===== src/rtl/rtc_counter_core.sv =====
// rtc_counter_core: RTC time counter with CDC control sync, load handshake, match and wrap events
module rtc_counter_core #(
    parameter int CNT_W = 32
) (
    input  logic             i_rtc_ext_clk,
    input  logic             presetn,
    input  logic             tick_en,
    input  logic             rtc_en,
    input  logic             load_req_tgl,
    input  logic [CNT_W-1:0] load_val,
    output logic             load_ack_tgl,
    input  logic             match_en,
    input  logic [CNT_W-1:0] match_val,
    input  logic             sts_clr_tgl,
    output logic [CNT_W-1:0] cnt_val,
    output logic             match_pulse,
    output logic             match_sts,
    output logic             wrap_pulse
);
    logic [1:0]       en_sync_q, en_sync_d;
    logic [1:0]       men_sync_q, men_sync_d;
    logic [1:0]       ld_sync_q, ld_sync_d;
    logic [1:0]       clr_sync_q, clr_sync_d;
    logic             ld_del_q, ld_del_d;
    logic             clr_del_q, clr_del_d;
    logic [CNT_W-1:0] cnt_q, cnt_d;
    logic             ack_q, ack_d;
    logic             mp_q, mp_d;
    logic             sts_q, sts_d;
    logic             wp_q, wp_d;
    logic             en_s, men_s, ld_s, clr_s;
    logic             load_evt, clr_evt, inc;
    logic [CNT_W-1:0] cnt_inc;

    assign en_s  = en_sync_q[1];
    assign men_s = men_sync_q[1];
    assign ld_s  = ld_sync_q[1];
    assign clr_s = clr_sync_q[1];

    // Two-flop synchronisers for the pclk-domain controls, plus a third flop on the toggles for edge detection
    always_comb begin
        en_sync_d  = {en_sync_q[0], rtc_en};
        men_sync_d = {men_sync_q[0], match_en};
        ld_sync_d  = {ld_sync_q[0], load_req_tgl};
        clr_sync_d = {clr_sync_q[0], sts_clr_tgl};
        ld_del_d   = ld_s;
        clr_del_d  = clr_s;
    end

    // Counter update with load > increment > hold priority; pulses are recomputed every cycle so they last one cycle
    always_comb begin
        load_evt = ld_s ^ ld_del_q;
        clr_evt  = clr_s ^ clr_del_q;
        inc      = en_s & tick_en & ~load_evt;
        cnt_inc  = cnt_q + CNT_W'(1);
        cnt_d    = load_evt ? load_val : (inc ? cnt_inc : cnt_q);
        ack_d    = load_evt ? ld_s : ack_q;
        wp_d     = inc & (&cnt_q);
        mp_d     = inc & men_s & (cnt_inc == match_val);
        sts_d    = mp_d | (sts_q & ~clr_evt);
    end

    // State register with asynchronous active-low reset; a pending load is simply dropped
    always_ff @(posedge i_rtc_ext_clk or negedge presetn) begin
        if (!presetn) begin
            en_sync_q  <= '0;
            men_sync_q <= '0;
            ld_sync_q  <= '0;
            clr_sync_q <= '0;
            ld_del_q   <= 1'b0;
            clr_del_q  <= 1'b0;
            cnt_q      <= '0;
            ack_q      <= 1'b0;
            mp_q       <= 1'b0;
            sts_q      <= 1'b0;
            wp_q       <= 1'b0;
        end else begin
            en_sync_q  <= en_sync_d;
            men_sync_q <= men_sync_d;
            ld_sync_q  <= ld_sync_d;
            clr_sync_q <= clr_sync_d;
            ld_del_q   <= ld_del_d;
            clr_del_q  <= clr_del_d;
            cnt_q      <= cnt_d;
            ack_q      <= ack_d;
            mp_q       <= mp_d;
            sts_q      <= sts_d;
            wp_q       <= wp_d;
        end
    end

    assign cnt_val      = cnt_q;
    assign load_ack_tgl = ack_q;
    assign match_pulse  = mp_q;
    assign match_sts    = sts_q;
    assign wrap_pulse   = wp_q;
endmodule


===== config.mk =====
export PLATFORM = sky130hd
export DESIGN_NAME = rtc_counter_core
export DESIGN_NICKNAME = d
export VERILOG_FILES = /design/src/rtl/rtc_counter_core.sv
export SDC_FILE = /design/constraint.sdc
export NUM_CORES = 1
export LEC_CHECK = 0
export ABC_CLOCK_PERIOD_IN_PS = 3090
export BUFFER_PORTS_ARGS = -buffer_cell sky130_fd_sc_hd__buf_4
export CORE_MARGIN = 4
export CORE_UTILIZATION = 49
export CTS_CLUSTER_SIZE = 16
export DETAILED_ROUTE_END_ITERATION = 8
export GPL_ROUTABILITY_DRIVEN = 0
export PLACE_DENSITY = 0.82
export REMOVE_ABC_BUFFERS = 1
export SKIP_CTS_REPAIR_TIMING = 1
export SKIP_LAST_GASP = 1
export SLEW_MARGIN = 20
export SYNTH_ARGS = -nofsm -noshare
export SYNTH_HDL_FRONTEND = slang
export SYNTH_SLANG_ARGS = --single-unit

===== constraint.sdc =====
create_clock -name i_rtc_ext_clk -period 3.09 [get_ports i_rtc_ext_clk]
set_clock_uncertainty 0.15 [all_clocks]
set_input_delay 0.7725 -clock i_rtc_ext_clk [delete_from_list [all_inputs] [get_ports i_rtc_ext_clk]]
set_output_delay 0.7725 -clock i_rtc_ext_clk [all_outputs]
set_load 0.005 [all_outputs]

==> metrics.log <==
INFO  metric run_status = finished, final reports clean
INFO  metric first_global_vias = ~3100
INFO  metric grtUsageMet2 = 0.395
INFO  metric synth-edff-count = 0
INFO  metric end_kind = flop
INFO  metric final_critical_path_setup_slack = 0.309 ns
INFO  metric worst_hold_path_type = reg2reg
INFO  metric grt_antenna_before_repair = 1
INFO  metric postRouteAntennaNets = 0
INFO  metric layout_min_cycle_time = approximately 2.8 ns
INFO  metric detailedRoute.firstIterationViolations = 353
INFO  metric power_frac_clock = 0.201
INFO  metric diodes = 0
INFO  metric power_switching_share = 0.354
INFO  metric i_o_pin_count = 107
INFO  metric grt_overflow = 0
INFO  metric max_slew.worst_pin.slew = 0.717 ns
INFO  metric initial_core_util = 0.508
INFO  metric synthArstFlopShare = 1.00
INFO  metric crit_path_cell_chain = ha_1 -> nand3_1 -> buf_4 -> nor4_2 -> buf_4 -> and3_1 -> o22ai_1 -> nor4_1 -> nand4_1 -> nor3_1
INFO  metric cpMostUsedCell = sky130_fd_sc_hd__buf_4
INFO  metric gr-usage-met1 = 0.321
INFO  metric path_buf_inv = 2
INFO  metric worst-endpoint-arrival = 2.86 ns
INFO  metric fmaxAchievable = 0.360 GHz
INFO  metric setup.worst_path.start_class = flop
INFO  metric die_height = approximately 89 µm
INFO  metric hpwl = about 7.3 mm
INFO  metric area.growth.synth_to_final = 28.7%
INFO  metric clock_slew_at_reported_path_ffs = 0.08 ns
INFO  metric synthesis.area = 0.00325 mm²
INFO  metric worst_setup_slack_post_dpl = 0.375 ns
INFO  metric synthFlopType = sky130_fd_sc_hd__dfrtp_1
INFO  metric total_power = 1.75 mW
INFO  metric design.final.nets = 553
INFO  metric rsz_0062_raised_after_global_routing = false
INFO  metric cts_made_buffers = 5
INFO  metric cp_top_family = simple AND/OR/NAND/NOR gates
INFO  metric route.detailed.wl_per_inst = 16.9 µm
INFO  metric grt_start_max_net_pins = 66
INFO  metric cts_sinks = 46
INFO  metric utilization = 0.655
INFO  metric timing.slew.headroom = 0.518
INFO  metric cts_tree = done
INFO  metric placement_rows = 29
INFO  metric die_area = ~0.0080 mm²
INFO  metric seqPwrFrac = 0.467
INFO  metric critical-path-slowest-cell = sky130_fd_sc_hd__dfrtp_1
INFO  metric yosysSeqAreaShare = 0.355
INFO  metric crit_type = reg2reg
INFO  metric clkLatencyLatePin = 0.30 ns
INFO  metric chipWidth = 89.4 µm
INFO  metric synth_cell_type_count = 50
INFO  metric cts-root-to-sink-buffers = 2
INFO  metric placeableCoreArea = 0.00639 mm²
INFO  metric first_pass_iters = 5
INFO  metric pwr_density_cell = between 400 and 500 mW/mm²
INFO  metric netlist_instances = 384
INFO  metric yosys_warnings = 0
INFO  metric peakVddDrop = 0.286 mV
INFO  metric place.port_buffers = ~110
INFO  metric gr-usage-all-layers = 0.240
INFO  metric vias_per_cell = 5.80
INFO  metric timing.final.hold_violations = 0
INFO  metric num_vias = 3234
INFO  metric netSwitchingPower = 0.621 mW
INFO  metric internal-power = approximately 1.1 mW
INFO  metric layout_worst_path_cycle_share = 0.900
INFO  metric cap_viol_max_count = 0
INFO  metric cp_required = ~3.2 ns
INFO  metric finalSetupViolCount = 0
INFO  metric global_route_wire_length_before_repair = 14.9 mm
INFO  metric timing.final.max_slew_violations = 0
INFO  metric grt_use_met3 = 0.0470
INFO  metric final_layout_size_suffix_gt1_frac = 0.266
INFO  metric power_frac_comb = 0.332
INFO  metric p_leak = 1.72 nW
INFO  metric busiest_layer = met2
INFO  metric synthesis.area_per_instance = 8.46 µm²
INFO  metric synth_seq_cells = 46
INFO  metric crit_fanout = 11
INFO  metric postRouteWirelength = 9.42 mm
INFO  metric clock-root-buffer = sky130_fd_sc_hd__clkbuf_8
INFO  metric critical-path-max-stage-delay = 0.46 ns
INFO  metric cts_max_level = 2
INFO  metric drc = 0
path summary, 6_finish.rpt:
kind	start	to	slack, ns	depth (start not counted)
min in group asynchronous	presetn	men_sync_q[0]	0.32	1
min	ld_sync_q[0]	ld_sync_q[1]	0.20	0
min reg2reg	ld_sync_q[0]	ld_sync_q[1]	0.20	0
max	cnt_val[0]	match_pulse	0.31	10
max in group asynchronous	presetn	cnt_val[18]	2.07	1
max reg2reg	cnt_val[0]	match_pulse	0.31	10
state kept, by name, indices dropped and copies added (netlist names):
register      cells
ld_del_q          1
match_sts         1
men_sync_q        2
en_sync_q         2
clr_sync_q        2
ld_sync_q         2
cnt_val          32
match_pulse       1
load_ack_tgl      1
wrap_pulse        1
clr_del_q         1
power by group through the flow:
stage	clock network (mW)	logic, mW	registers, mW
after floorplan	0	0.312	0.798
after global placement	0	0.564	0.823
after detailed placement	0	0.581	0.826
after CTS	0.362	0.585	0.814
after global routing	0.383	0.644	0.832
final	0.352	0.583	0.818
cells in the mapped netlist, drive strengths merged (3+ instances only):
master  number  area (µm²)
nor3        14        86.3
a21oi        3        15.0
xor2        29         254
and3         5        31.3
clkbuf      15        58.8
nand2       54         203
o21ai       45         229
buf          6        32.5
nand3       15        75.1
a31oi        3        18.8
or3          3        23.8
nor2        23        86.3
xnor2       49         429
nor4        13         109
nand4       24         171
nand2b       4        25.0
inv          4        15.0
dfrtp       46        1150
placed cells by master, fill, tap and decap left out, types with 5 or more instances in the layout:
cell type                  synthesis  routed
sky130_fd_sc_hd__buf_4             1     111
sky130_fd_sc_hd__nand2_1          54      54
sky130_fd_sc_hd__xnor2_1          49      49
sky130_fd_sc_hd__dfrtp_1          46      46
sky130_fd_sc_hd__o21ai_0          40      40
sky130_fd_sc_hd__xor2_1           29      28
sky130_fd_sc_hd__nor2_1           23      23
sky130_fd_sc_hd__nand4_1          22      22
sky130_fd_sc_hd__nand3_1          15      15
sky130_fd_sc_hd__nor3_1           12      12
sky130_fd_sc_hd__nor4_1           10      10
sky130_fd_sc_hd__and3_1            5       5
sky130_fd_sc_hd__clkbuf_8          0       5
routing by layer:
metal,up-vias,share of wire
met3,29,0.084
met4,2,0.021
met2,165,0.49
met1,1502,0.41
met5,-,0.0014
li1,1536,-
cell type report:
type | count | area (µm²)
timing repair buffer | 111 | 833
clock buffer | 7 | 76.3
fill | 564 | 2210
tap | 77 | 96.3
multi-input combinational | 313 | 2010
sequential | 46 | 1150
inverter | 4 | 15.0
per-stage QoR:
stage               hold slack (ns)  TNS [ns]  cell area, µm²  instances
floorplan                     0.181     -1.05            3160        363
finish                        0.203         0            4180        558
global route                  0.214         0            4180        558
CTS                           0.206         0            4180        558
global placement              0.183         0            4100        551
detailed placement            0.187         0            4100        551
kinds of logic after synthesis:
logic type,synth area share
xor+xnor,0.210
fa+ha+maj,0.00385
compound gates,0.118
flops,0.355
buf+inv,0.0328
mux,0.00617
simple gates,0.274
Note: power is estimated with default switching activity, not from simulation.
